--- config.mk ---
export PLATFORM = sky130hd
export DESIGN_NAME = sysbus_decoder_flat
export DESIGN_NICKNAME = d
export VERILOG_FILES = /design/src/rtl/sysbus_pkg.sv /design/src/rtl/sysbus_if.sv /design/src/rtl/sysbus_tag_pipe.sv /design/src/rtl/sysbus_decoder.sv /design/src/flat_wrapper.sv
export SDC_FILE = /design/constraint.sdc
export NUM_CORES = 1
export LEC_CHECK = 0
export ABC_CLOCK_PERIOD_IN_PS = 2800
export BUFFER_PORTS_ARGS = -buffer_cell sky130_fd_sc_hd__buf_4
export CAP_MARGIN = 20
export CORE_MARGIN = 2
export CORE_UTILIZATION = 25
export CTS_BUF_LIST = sky130_fd_sc_hd__clkbuf_8 sky130_fd_sc_hd__clkbuf_16
export DETAILED_ROUTE_END_ITERATION = 10
export HOLD_SLACK_MARGIN = 0.15
export SYNTH_ARGS = -nofsm -noshare
export SYNTH_HDL_FRONTEND = slang
export SYNTH_SLANG_ARGS = --single-unit
--- constraint.sdc ---
create_clock -name clk -period 2.8 [get_ports clk]
set_clock_uncertainty 0.15 [all_clocks]
set_input_delay 0.84 -clock clk [delete_from_list [all_inputs] [get_ports clk]]
set_output_delay 0.84 -clock clk [all_outputs]
set_load 0.02 [all_outputs]
--- src/rtl/sysbus_pkg.sv ---
// Shared types and memory-map defaults for the system-bus decoder.
// Tag index width is fixed here, so decoders must have N_SLV <= 2**SB_IDX_W.
package sysbus_pkg;

  function automatic int idx_w(input int n);
    return (n > 1) ? $clog2(n) : 1;
  endfunction

  localparam int SB_N_SLV = 4;
  localparam int SB_IDX_W = idx_w(SB_N_SLV);

  localparam logic [3:0] SB_BASE_DMEM   = 4'h0;
  localparam logic [3:0] SB_BASE_AUX    = 4'h1;
  localparam logic [3:0] SB_BASE_PERIPH = 4'h8;
  localparam logic [3:0] SB_BASE_GEMM   = 4'h9;

  typedef logic [SB_IDX_W-1:0] sb_idx_t;

  typedef struct packed {
    logic    v;
    logic    err;
    sb_idx_t idx;
  } sb_tag_t;

endpackage

--- src/rtl/sysbus_if.sv ---
// System-bus signal bundle: master request/response side and fanned-out slave side.
interface sysbus_if #(
  parameter int N_SLV = 4,
  parameter int AW    = 32,
  parameter int DW    = 32
);
  logic              m_en;
  logic              m_rdwr;
  logic [AW-1:0]     m_addr;
  logic [DW-1:0]     m_wr_data;
  logic [DW/8-1:0]   m_mask;
  logic [DW-1:0]     m_rd_data;
  logic              m_rd_valid;
  logic              m_err;

  logic [N_SLV-1:0]    s_en;
  logic                s_rdwr;
  logic [AW-1:0]       s_addr;
  logic [DW-1:0]       s_wr_data;
  logic [DW/8-1:0]     s_mask;
  logic [N_SLV*DW-1:0] s_rd_data;

  modport master (
    output m_en, m_rdwr, m_addr, m_wr_data, m_mask,
    input  m_rd_data, m_rd_valid, m_err
  );

  modport slave (
    input  s_en, s_rdwr, s_addr, s_wr_data, s_mask,
    output s_rd_data
  );

  modport decoder (
    input  m_en, m_rdwr, m_addr, m_wr_data, m_mask,
    output m_rd_data, m_rd_valid, m_err,
    output s_en, s_rdwr, s_addr, s_wr_data, s_mask,
    input  s_rd_data
  );
endinterface

--- src/rtl/sysbus_tag_pipe.sv ---
// Shift register of response tags matching the slave read latency.
// Clear only drops the valid bits; err/idx are don't-care while invalid.
module sysbus_tag_pipe
  import sysbus_pkg::*;
#(
  parameter int STAGES = 1
) (
  input  logic    clk,
  input  logic    rst,
  input  sb_tag_t i_tag,
  output sb_tag_t o_tag
);

  sb_tag_t r_pipe [STAGES];

  always_ff @(posedge clk) begin
    if (!rst) begin
      for (int i = 0; i < STAGES; i++) r_pipe[i].v <= 1'b0;
    end else begin
      r_pipe[0] <= i_tag;
      for (int i = 1; i < STAGES; i++) r_pipe[i] <= r_pipe[i-1];
    end
  end

  assign o_tag = r_pipe[STAGES-1];

endmodule

--- src/rtl/sysbus_decoder.sv ---
// Address decoder and return mux between one bus master and N_SLV slaves,
// with error flagging for unmapped and read-only-write accesses.
module sysbus_decoder
  import sysbus_pkg::*;
#(
  parameter int                  N_SLV    = 4,
  parameter int                  AW       = 32,
  parameter int                  DW       = 32,
  parameter int                  RB       = 4,
  parameter int                  SLV_LAT  = 1,
  parameter logic [N_SLV*RB-1:0] SLV_BASE = {SB_BASE_GEMM, SB_BASE_PERIPH, SB_BASE_AUX, SB_BASE_DMEM},
  parameter logic [N_SLV-1:0]    SLV_RO   = '0,
  parameter logic [DW-1:0]       ERR_DATA = 32'hDEAD_BEEF
) (
  input  logic          clk,
  input  logic          rst,
  sysbus_if.decoder     bus,
  output logic [15:0]   err_cnt,
  output logic [AW-1:0] last_err_addr
);

  function automatic logic [15:0] sat_inc(input logic [15:0] v);
    return (v == 16'hFFFF) ? v : v + 16'd1;
  endfunction

  logic          w_hit;
  sb_idx_t       w_idx;
  logic          w_err_req;
  sb_tag_t       w_tag_in;
  sb_tag_t       w_tail;
  logic [DW-1:0] w_slv_data;

  logic [DW-1:0] r_rd_data;
  logic          r_rd_valid;
  logic          r_err;
  logic [15:0]   r_err_cnt;
  logic [AW-1:0] r_last_err_addr;

  // Descending scan so the lowest matching index is the one left standing
  always_comb begin
    w_hit = 1'b0;
    w_idx = '0;
    for (int i = N_SLV-1; i >= 0; i--) begin
      if (bus.m_addr[AW-1 -: RB] == SLV_BASE[i*RB +: RB]) begin
        w_hit = 1'b1;
        w_idx = sb_idx_t'(i);
      end
    end
  end

  assign w_err_req = bus.m_en & (~w_hit | (bus.m_rdwr & SLV_RO[w_idx]));

  always_comb begin
    bus.s_en = '0;
    for (int i = 0; i < N_SLV; i++)
      bus.s_en[i] = bus.m_en & w_hit & (w_idx == sb_idx_t'(i)) & ~(bus.m_rdwr & SLV_RO[i]);
  end

  assign bus.s_rdwr    = bus.m_rdwr;
  assign bus.s_addr    = {bus.m_addr[AW-1:2], 2'b00};
  assign bus.s_wr_data = bus.m_wr_data;
  assign bus.s_mask    = bus.m_mask;

  // Errored requests select no slave, so idx[0] is reused to remember write vs read
  always_comb begin
    w_tag_in.v   = bus.m_en & (~bus.m_rdwr | w_err_req);
    w_tag_in.err = w_err_req;
    w_tag_in.idx = w_err_req ? sb_idx_t'(bus.m_rdwr) : w_idx;
  end

  sysbus_tag_pipe #(.STAGES(SLV_LAT)) u_tags (
    .clk   (clk),
    .rst   (rst),
    .i_tag (w_tag_in),
    .o_tag (w_tail)
  );

  assign w_slv_data = bus.s_rd_data[int'(w_tail.idx)*DW +: DW];

  always_ff @(posedge clk) begin
    if (!rst) begin
      r_rd_data  <= '0;
      r_rd_valid <= 1'b0;
      r_err      <= 1'b0;
    end else begin
      r_rd_valid <= w_tail.v & (~w_tail.err | ~w_tail.idx[0]);
      r_err      <= w_tail.v & w_tail.err;
      if (w_tail.v & ~w_tail.err)         r_rd_data <= w_slv_data;
      else if (w_tail.v & ~w_tail.idx[0]) r_rd_data <= ERR_DATA;
    end
  end

  always_ff @(posedge clk) begin
    if (!rst) begin
      r_err_cnt       <= '0;
      r_last_err_addr <= '0;
    end else if (w_err_req) begin
      r_err_cnt       <= sat_inc(r_err_cnt);
      r_last_err_addr <= bus.m_addr;
    end
  end

  assign bus.m_rd_data  = r_rd_data;
  assign bus.m_rd_valid = r_rd_valid;
  assign bus.m_err      = r_err;
  assign err_cnt        = r_err_cnt;
  assign last_err_addr  = r_last_err_addr;

endmodule

--- src/flat_wrapper.sv ---
// flat-port wrapper written by rule: the top's interface ports become plain ports
module sysbus_decoder_flat import sysbus_pkg::*;
#(
  parameter int                  N_SLV    = 4,
  parameter int                  AW       = 32,
  parameter int                  DW       = 32,
  parameter int                  RB       = 4,
  parameter int                  SLV_LAT  = 1,
  parameter logic [N_SLV*RB-1:0] SLV_BASE = {SB_BASE_GEMM, SB_BASE_PERIPH, SB_BASE_AUX, SB_BASE_DMEM},
  parameter logic [N_SLV-1:0]    SLV_RO   = '0,
  parameter logic [DW-1:0]       ERR_DATA = 32'hDEAD_BEEF
)
  (clk, rst, err_cnt, last_err_addr, bus_m_en, bus_m_rdwr, bus_m_addr, bus_m_wr_data, bus_m_mask, bus_m_rd_data, bus_m_rd_valid, bus_m_err, bus_s_en, bus_s_rdwr, bus_s_addr, bus_s_wr_data, bus_s_mask, bus_s_rd_data);
  sysbus_if #(.N_SLV(N_SLV), .AW(AW), .DW(DW)) bus_i ();
  input  logic clk;
  input  logic rst;
  output logic [15:0] err_cnt;
  output logic [AW-1:0] last_err_addr;
  input wire logic [$bits(bus_i.m_en)-1:0] bus_m_en;
  input wire logic [$bits(bus_i.m_rdwr)-1:0] bus_m_rdwr;
  input wire logic [$bits(bus_i.m_addr)-1:0] bus_m_addr;
  input wire logic [$bits(bus_i.m_wr_data)-1:0] bus_m_wr_data;
  input wire logic [$bits(bus_i.m_mask)-1:0] bus_m_mask;
  output wire logic [$bits(bus_i.m_rd_data)-1:0] bus_m_rd_data;
  output wire logic [$bits(bus_i.m_rd_valid)-1:0] bus_m_rd_valid;
  output wire logic [$bits(bus_i.m_err)-1:0] bus_m_err;
  output wire logic [$bits(bus_i.s_en)-1:0] bus_s_en;
  output wire logic [$bits(bus_i.s_rdwr)-1:0] bus_s_rdwr;
  output wire logic [$bits(bus_i.s_addr)-1:0] bus_s_addr;
  output wire logic [$bits(bus_i.s_wr_data)-1:0] bus_s_wr_data;
  output wire logic [$bits(bus_i.s_mask)-1:0] bus_s_mask;
  input wire logic [$bits(bus_i.s_rd_data)-1:0] bus_s_rd_data;
  assign bus_i.m_en = bus_m_en;
  assign bus_i.m_rdwr = bus_m_rdwr;
  assign bus_i.m_addr = bus_m_addr;
  assign bus_i.m_wr_data = bus_m_wr_data;
  assign bus_i.m_mask = bus_m_mask;
  assign bus_m_rd_data = bus_i.m_rd_data;
  assign bus_m_rd_valid = bus_i.m_rd_valid;
  assign bus_m_err = bus_i.m_err;
  assign bus_s_en = bus_i.s_en;
  assign bus_s_rdwr = bus_i.s_rdwr;
  assign bus_s_addr = bus_i.s_addr;
  assign bus_s_wr_data = bus_i.s_wr_data;
  assign bus_s_mask = bus_i.s_mask;
  assign bus_i.s_rd_data = bus_s_rd_data;
  sysbus_decoder #(.N_SLV(N_SLV), .AW(AW), .DW(DW), .RB(RB), .SLV_LAT(SLV_LAT), .SLV_BASE(SLV_BASE), .SLV_RO(SLV_RO), .ERR_DATA(ERR_DATA)) u_core (.clk(clk), .rst(rst), .bus(bus_i), .err_cnt(err_cnt), .last_err_addr(last_err_addr));
endmodule
==> impl_metrics.tcl, run 1 <==
set metrics [dict create \
    synth_top_cell_area_share_pct 37.2 \
    required_ns 1.81 \
    drt_iter0_drc 237 \
    drc 0 \
    period_needed_ns 2.61 \
    critPathCaptureType "primary output" \
    synth.distinct_cells 39 \
    synth_edf_count 3 \
    clockBufferDepth 2 \
    criticalPathCategory "in2out" \
    synth_seq_cells 86 \
    yosysTopAreaCell "dfxtp_1" \
    slew_headroom_pct 30.9 \
    r2r_cells 4 \
    cts_tree "built" \
    r2r-start "u_core.err_cnt[5]" \
    yosys-top-cells-count "dfxtp_1 (83), nand2_1 (76), buf_4 (70), a21oi_1 (45), mux4_2 (32)" \
    cts_num_sinks 86 \
    setup_viol 0 \
    critPathLaunchType "input pin" \
    p_int_w 0.00232 \
    fill_cells 1830 \
    synth_flop_cell "dfxtp_1" \
    dp_hpwl_um 12400 \
    drv_cap 0 \
    rr_endpoint "u_core.err_cnt[15]" \
    firstDrtPassIters 5 \
    synth_cells 461 \
    syn-cell-area_sq_mm 0.00447 \
    timing.setup.tns_ns 0 \
    crit_start "bus_m_addr[29]" \
    insertion_delay_ns 0.34 \
    synth_area_leaders "dfxtp_1 (37%), mux4_2 (16%), buf_4 (12%), nand2_1 (6.4%), o221a_2 (6.0%)" \
    rsz0062_at_grt "false" \
    n_antenna_cell 0 \
    hold_buffers 0 \
    postRouteAntennaNets 0 \
    cts_resized 0 \
    grt-ovfl-total 0 \
    place_area_sq_mm 0.00632 \
    outcome "completed" \
    hold_class "reg2reg" \
    crit_fanout 5 \
    p_leak_nw 2.91 \
    worst_pin_slew_ns 1.04 \
    wl_per_cell_um 17.6 \
    multiInputGateArea_sq_mm 0.00207 \
    area_growth_pct 47.7 \
    final_hold_viol_count 0 \
    synth.most_common_cell "dfxtp_1" \
    wirelength_um 15700 \
    switchingPower_w 0.000898 \
    finalWorstSetupSlack_ns 0.194 \
    dieArea_sq_mm 0.0190 \
    p_sw_share_pct 27.9 \
    grt_pass1_vias 3797 \
    grt_max_degree 39 \
    min_period_over_period_pct 93.1 \
    antenna_found_initial 0 \
    nets 863 \
    rows 48 \
    final_util_pct 37.9 \
    ir_worst_vdd_mv 0.260 \
    p_comb_share_pct 22.6 \
    start_util_pct 25.7 \
    drive_gt1_share_pct 55.0 \
    cts_inserted_buffers 9 \
    post-cts-setup-buffers 0 \
    routed-via-count 4225 \
    core-area_sq_mm 0.0174 \
    globalplace.congestion 0.801 \
    ff2ff_setup_slack_ns 0.75 \
    place_ws_ns 0.191 \
    slew_violations 0 \
    path_clk_slew_ns 0.06 \
    async_reset_ff_share_pct 0 \
    grt_first_pass_wirelength_um 21400 \
    io-pin-count 355 \
    h-tree-depth 3 \
    die_w_um 138 \
    holdPathStages 2 \
    finalInstanceArea_sq_mm 0.00660 \
    crit_end "bus_s_en[1]" \
    die_height_um 138 \
    via_per_inst 4.74 \
    fmax_mhz 384 \
    power_frac_clock_pct 36.0 \
    finalPower_w 0.00322 \
    syn_area_per_cell_sq_um 9.70 \
    cts-root-buf "clkbuf_16" \
    register_area_sq_mm 0.00175 \
    seqPwrFrac_pct 41.4 \
    ys_seq_area_share_pct 39.2 \
    yosysWarnings 0 \
    grt_usage_pct 15.1 \
    io_buffers 280 \
    cellPowerDensity_mw_per_mm2 487 \
    arrival_ns 1.62 \
]
## sequential cells by signal, indices dropped and copies added (netlist names)
| signal | count |
|---|---|
| u_core.last_err_addr | 32 |
| u_core.bus.m_err | 1 |
| u_core.bus.m_rd_data | 32 |
| u_core.bus.m_rd_valid | 1 |
| u_core.u_tags.r_pipe | 4 |
| u_core.err_cnt | 16 |
## cell families (layout without fill, tap and decap cells)
group | Yosys count | count (layout) | synth area share, %
mux | 34 | 34 | 16.6
buf+inv | 106 | 311 | 14.9
fa+ha+maj | 1 | 1 | 0.280
simple gates | 138 | 138 | 14.0
other cells | 1 | 2 | 0.0839
flops | 86 | 86 | 39.2
compound gates | 95 | 95 | 15.0
## power by group through the flow
stage | logic [W] | clock network [W] | registers, W
after global placement | 0.000732 | 0 | 0.00136
after detailed placement | 0.000737 | 0 | 0.00136
final | 0.000727 | 0.00116 | 0.00133
after global routing | 0.000778 | 0.00125 | 0.00134
after CTS | 0.000738 | 0.00120 | 0.00133
after floorplan | 0.000393 | 0 | 0.00142
## per-layer routing
layer	global-route usage [%]	share of wire [%]
met1	18.1	38
met2	26.3	51
met3	3.13	8.9
met4	5.95	1.6
met5	0	0
## through the flow
stage	hold slack, ns	instances
2_1_floorplan	0.342	462
6_report	0.305	892
3_3_place_gp	0.293	876
4_1_cts	0.307	892
3_5_place_dp	0.298	876
5_1_grt	0.328	892
## how the worst min path moves through the flow
stage | end | slack (ns) | startpoint
floorplan | u_core.bus.m_err | 0.34 | u_core.u_tags.r_pipe[0][3]
global placement | u_core.last_err_addr[26] | 0.29 | u_core.last_err_addr[26]
detailed placement | u_core.last_err_addr[24] | 0.30 | u_core.last_err_addr[24]
CTS | u_core.last_err_addr[24] | 0.31 | u_core.last_err_addr[24]
global route | u_core.last_err_addr[19] | 0.33 | u_core.last_err_addr[19]
finish | u_core.last_err_addr[18] | 0.31 | u_core.last_err_addr[18]
## layout make-up
type	instances	share of cell area [%]
inverters	3	0.171
repair buffers	292	33.4
clock buffers	10	3.62
multi-input cells	270	31.4
clock inverters	6	0.663
well taps	225	4.26
flip-flops and latches	86	26.5
## worst max-delay path: stages
cell and delay [ns]:
buf_4 0.14, nor2_1 0.17, nand2_1 0.09, nor3_1 0.19
buf_4 0.19
## cells in the final DEF (no fill, tap or decap), drive strengths merged, types with 2 or more instances in the layout
| cell | n |
|---|---|
| nand3 | 5 |
| edfxtp | 3 |
| nor3 | 5 |
| a211oi | 2 |
| clkinv | 3 |
| conb | 2 |
| o221a | 24 |
| o21a | 2 |
| mux4 | 32 |
| and3 | 5 |
| nand2 | 76 |
| inv | 5 |
| or4 | 3 |
| or3 | 6 |
| nand4 | 6 |
| dfxtp | 83 |
| nor4 | 3 |
| a22oi | 8 |
| o31ai | 2 |
| nand2b | 3 |
| mux2i | 2 |
| buf | 292 |
| a21oi | 45 |
| clkbuf | 10 |
| and2 | 2 |
| o21ai | 10 |
| nor2 | 18 |
(Power assumes the default switching activity.)
==> inputs of run 2 (changes only) <==
--- a/config.mk
+++ b/config.mk
@@ -5,7 +5,7 @@
 export SDC_FILE = /design/constraint.sdc
 export NUM_CORES = 1
 export LEC_CHECK = 0
-export ABC_CLOCK_PERIOD_IN_PS = 2800
+export ABC_CLOCK_PERIOD_IN_PS = 2600
 export BUFFER_PORTS_ARGS = -buffer_cell sky130_fd_sc_hd__buf_4
 export CAP_MARGIN = 20
 export CORE_MARGIN = 2
==> constraint.sdc (replaced) <==
create_clock -name clk -period 2.6 [get_ports clk]
set_clock_uncertainty 0.15 [all_clocks]
set_input_delay 0.78 -clock clk [delete_from_list [all_inputs] [get_ports clk]]
set_output_delay 0.78 -clock clk [all_outputs]
set_load 0.02 [all_outputs]
==> impl_metrics.tcl, run 2 (synthesis gave the netlist of run 1 again) <==
set metrics [dict create \
    layout.cells.non_filler 892 \
    area_growth_pct 47.8 \
    grt_pass1_vias 3886 \
    p_int_w 0.00247 \
    p_leak_nw 2.91 \
    critPathCaptureType "primary output" \
    p_sw_share_pct 28.3 \
    cts_tree "built" \
    rr_endpoint "u_core.err_cnt[15]" \
    grt_first_pass_wirelength_um 22000 \
    h-tree-depth 3 \
    r2r_cells 4 \
    cts_resized 0 \
    r2r-start "u_core.err_cnt[5]" \
    timing.setup.tns_ns 0 \
    core-area_sq_mm 0.0174 \
    fmax_mhz 401 \
    critPathLaunchType "input pin" \
    drive_gt1_share_pct 54.9 \
    power_frac_clock_pct 35.5 \
    fill_cells 1818 \
    routed-via-count 4228 \
    grtUsageMet3_pct 3.42 \
    die_w_um 138 \
    worst_pin_slew_ns 0.981 \
    busiest_layer "met2" \
    clockBufferDepth 2 \
    criticalPathCategory "in2out" \
    ff2ff_setup_slack_ns 0.54 \
    slew_violations 0 \
    n_antenna_cell 0 \
    grt-ovfl-total 0 \
    rows 48 \
    mostFrequentLayoutCell "buf_4" \
    layout_common_cells "buf_4 (290), dfxtp_1 (83), nand2_1 (76)" \
    io-pin-count 355 \
    insertion_delay_ns 0.35 \
    die_height_um 138 \
    slew_headroom_pct 34.6 \
    wirelength_um 16000 \
    start_util_pct 25.7 \
    dp_hpwl_um 12600 \
    nets 863 \
    hold_start "u_core.last_err_addr[20]" \
    via_per_inst 4.74 \
    firstDrtPassIters 4 \
    post-cts-setup-buffers 0 \
    finalPower_w 0.00344 \
    io_buffers 280 \
    cts_num_sinks 86 \
    rsz0062_at_grt "false" \
    cts_inserted_buffers 9 \
    use_met2_pct 27.1 \
    place_inst 876 \
    setup_viol 0 \
    cts-root-buf "clkbuf_16" \
    holdPathEnd "u_core.last_err_addr[20]" \
    required_ns 1.67 \
    outcome "completed" \
    globalplace.congestion 0.758 \
    crit_fanout 5 \
    switchingPower_w 0.000974 \
    drc 0 \
    drt_iter0_drc 161 \
    grt_max_degree 34 \
    wl_per_cell_um 18.0 \
    postRouteAntennaNets 0 \
    path_clk_slew_ns 0.07 \
    p_comb_share_pct 22.8 \
    holdPathStages 2 \
    period_needed_ns 2.49 \
    dieArea_sq_mm 0.0190 \
    met1_usage_pct 18.1 \
    seqPwrFrac_pct 41.6 \
    arrival_ns 1.56 \
    drv_cap 0 \
    final_hold_viol_count 0 \
    min_period_over_period_pct 95.8 \
    hold_buffers 0 \
    hold_class "reg2reg" \
    ir_worst_vdd_mv 0.283 \
    antenna_found_initial 0 \
    grt_usage_pct 15.5 \
    cellPowerDensity_mw_per_mm2 521 \
]
-- run 2: metrics by stage --
step,util (%),setup WS (ns),instance area (sq um),hold slack (ns)
6_report,37.9,0.108,6610,0.307
3_5_place_dp,36.4,0.105,6330,0.297
2_1_floorplan,-,0.0950,4480,0.342
3_3_place_gp,36.4,0.103,6330,0.294
4_1_cts,37.9,0.0912,6610,0.307
5_1_grt,37.9,0.0193,6610,0.331
-- run 2: worst max-delay path: stages --
cell	delay, ns
buf_4	0.14
nor2_1	0.18
nand2_1	0.09
nor3_1	0.19
buf_4	0.18
-- run 2: worst max-delay path by stage --
| stage | end | startpoint | slack (ns) | depth (start not counted) |
|---|---|---|---|---|
| detailed placement | bus_s_en[1] | bus_m_addr[29] | 0.10 | 5 |
| global route | bus_s_en[0] | bus_m_addr[29] | 0.02 | 5 |
| CTS | bus_s_en[1] | bus_m_addr[29] | 0.09 | 5 |
| floorplan | bus_s_en[0] | bus_m_addr[29] | 0.09 | 3 |
| global placement | bus_s_en[0] | bus_m_addr[29] | 0.10 | 5 |
| finish | bus_s_en[0] | bus_m_addr[29] | 0.11 | 5 |
-- run 2: cell type report --
class | count | area, sq um | area share [%]
timing repair buffer | 292 | 2220 | 33.6
multi-input combinational | 270 | 2070 | 31.4
sequential | 86 | 1750 | 26.5
tap | 225 | 282 | 4.26
clock buffer | 9 | 225 | 3.41
clock inverter | 7 | 48.8 | 0.738
inverter | 3 | 11.3 | 0.170
-- run 2: layer usage --
metal	vias to the layer above	wire length, um
li1	2007	-
met1	1994	6070
met2	199	8230
met3	28	1360
met4	0	360
met5	-	0
-- run 2: power by group through the flow --
stage	combinational [W]	clock, W	sequential (W)
2_1_floorplan	0.000424	0	0.00153
3_3_place_gp	0.000790	0	0.00146
3_5_place_dp	0.000795	0	0.00147
4_1_cts	0.000798	0.00127	0.00144
5_1_grt	0.000844	0.00133	0.00144
6_report	0.000786	0.00122	0.00143
==> inputs of run 3 (changes only) <==
--- a/config.mk
+++ b/config.mk
@@ -8,10 +8,10 @@
 export ABC_CLOCK_PERIOD_IN_PS = 2600
 export BUFFER_PORTS_ARGS = -buffer_cell sky130_fd_sc_hd__buf_4
 export CAP_MARGIN = 20
-export CORE_MARGIN = 2
-export CORE_UTILIZATION = 25
+export CORE_AREA = 2 2 137 139
 export CTS_BUF_LIST = sky130_fd_sc_hd__clkbuf_8 sky130_fd_sc_hd__clkbuf_16
 export DETAILED_ROUTE_END_ITERATION = 10
+export DIE_AREA = 0 0 139 141
 export HOLD_SLACK_MARGIN = 0.15
 export SYNTH_ARGS = -nofsm -noshare
 export SYNTH_HDL_FRONTEND = slang
==> impl_metrics.tcl, run 3 (synthesis gave the netlist of run 1 again) <==
set metrics [dict create \
    rsz0062_at_grt "false" \
    clockBufferDepth 2 \
    nets 867 \
    grt-ovfl-total 0 \
    final_util_pct 36.5 \
    layout.cells.non_filler 906 \
    grt_max_degree 39 \
    wl_met1_um 5760 \
    cts_resized 0 \
    routed-via-count 4302 \
    timing.setup.tns_ns 0 \
    highest_layer "met4" \
    dp_hpwl_um 12400 \
    ff2ff_setup_slack_ns 0.59 \
    route.met3.wl_um 1410 \
    cellPowerDensity_mw_per_mm2 545 \
    slew_headroom_pct 38.7 \
    postRouteAntennaNets 0 \
    period_needed_ns 2.47 \
    drv_cap 0 \
    drt_iter0_drc 148 \
    layout_common_cells "buf_4 (296), dfxtp_1 (83), nand2_1 (76)" \
    dieArea_sq_mm 0.0196 \
    antenna_found_initial 1 \
    multiInputGateArea_sq_mm 0.00207 \
    die_height_um 141 \
    die_w_um 139 \
    rows 50 \
    critPathCaptureType "primary output" \
    wl_per_cell_um 17.5 \
    critPathLaunchType "input pin" \
    cts_inserted_buffers 9 \
    io_buffers 280 \
    place_inst 889 \
    final_hold_viol_count 0 \
    grt_usage_pct 15.5 \
    required_ns 1.67 \
    fill_cells 1914 \
    rr_endpoint "u_core.err_cnt[15]" \
    hold_buffers 0 \
    cts-root-buf "clkbuf_16" \
    slew_violations 0 \
    min_period_over_period_pct 94.9 \
    hold_class "reg2reg" \
    register_area_sq_mm 0.00175 \
    p_leak_nw 2.94 \
    post-cts-setup-buffers 0 \
    crit_fanout 6 \
    hold_start "u_core.last_err_addr[22]" \
    core-area_sq_mm 0.0183 \
    wirelength_um 15800 \
    globalplace.congestion 0.784 \
    cts_tree "built" \
    via_per_inst 4.75 \
    holdPathEnd "u_core.last_err_addr[22]" \
    worst_pin_slew_ns 0.919 \
    h-tree-depth 3 \
    insertion_delay_ns 0.35 \
    path_clk_slew_ns 0.07 \
    r2r_cells 4 \
    finalPower_w 0.00364 \
    holdPathStages 2 \
    cts_num_sinks 86 \
    firstDrtPassIters 4 \
    start_util_pct 24.5 \
    io-pin-count 355 \
    setup_viol 0 \
    drc 0 \
    wl_met2_um 7990 \
    grt_pass1_vias 4052 \
    area_growth_pct 49.3 \
    ir_worst_vdd_mv 0.318 \
    grt_first_pass_wirelength_um 23400 \
    mostFrequentLayoutCell "buf_4" \
    outcome "completed" \
    drive_gt1_share_pct 55.3 \
    r2r-start "u_core.err_cnt[2]" \
    arrival_ns 1.54 \
    criticalPathCategory "in2out" \
    finalWorstSetupSlack_ns 0.132 \
    place_ws_ns 0.115 \
    fmax_mhz 405 \
]
## run 3: cell types whose count changed in the layout (fill, tap and decap cells not counted)
cell	change
clkinv_2	-1
clkinv_4	-1
inv_1	-1
buf_4	+6
inv_6	+3
clkinvlp_4	-1
bufinv_16	+1
diode_2	+1
inv_4	-1
clkbuf_16	+1
buf_12	-2
## run 3: layout make-up
class / count / share of cell area, %
repair buffers: 296 / 33.3
multi-input cells: 270 / 31.0
flip-flops and latches: 86 / 26.2
well taps: 234 / 4.39
clock buffers: 10 / 3.75
clock inverters: 6 / 1.11
inverters: 3 / 0.169
diodes: 1 / 0.0375
## run 3: worst max-delay path by stage
stage / from / endpoint / slack [ns] / cells after the start
after floorplan: bus_m_addr[29] / bus_s_en[0] / 0.09 / 3
after global placement: bus_m_addr[30] / bus_s_en[0] / 0.13 / 6
after detailed placement: bus_m_addr[29] / u_core.err_cnt[15] / 0.12 / 6
after CTS: bus_m_addr[30] / bus_s_en[1] / 0.12 / 6
after global routing: bus_m_addr[30] / bus_s_en[1] / 0.03 / 6
final: bus_m_addr[30] / bus_s_en[1] / 0.13 / 6
## run 3: critical path, stage by stage
cell	delay (ns)
buf_4	0.13
nor2_1	0.08
buf_4	0.15
nand2_1	0.07
nor3_1	0.15
buf_4	0.17
## run 3: routing by layer
| metal | GRT usage (%) | vias to the layer above |
|---|---|---|
| li1 | - | 2021 |
| met1 | 16.8 | 2016 |
| met2 | 27.1 | 225 |
| met3 | 4.48 | 40 |
| met4 | 8.98 | 0 |
| met5 | 0 | - |
## run 3: stage by stage
step	cell area, sq um	hold WS, ns
2_1_floorplan	4480	0.342
3_3_place_gp	6350	0.294
3_5_place_dp	6350	0.297
4_1_cts	6670	0.307
5_1_grt	6680	0.322
6_report	6680	0.305
## run 3: power breakdown
group	total [W]	switching, W	internal, W
logic	0.000784	0.000359	0.000425
registers	0.00143	0.0000394	0.00139
clock network	0.00142	0.000602	0.000820
total	0.00364	0.00100	0.00264
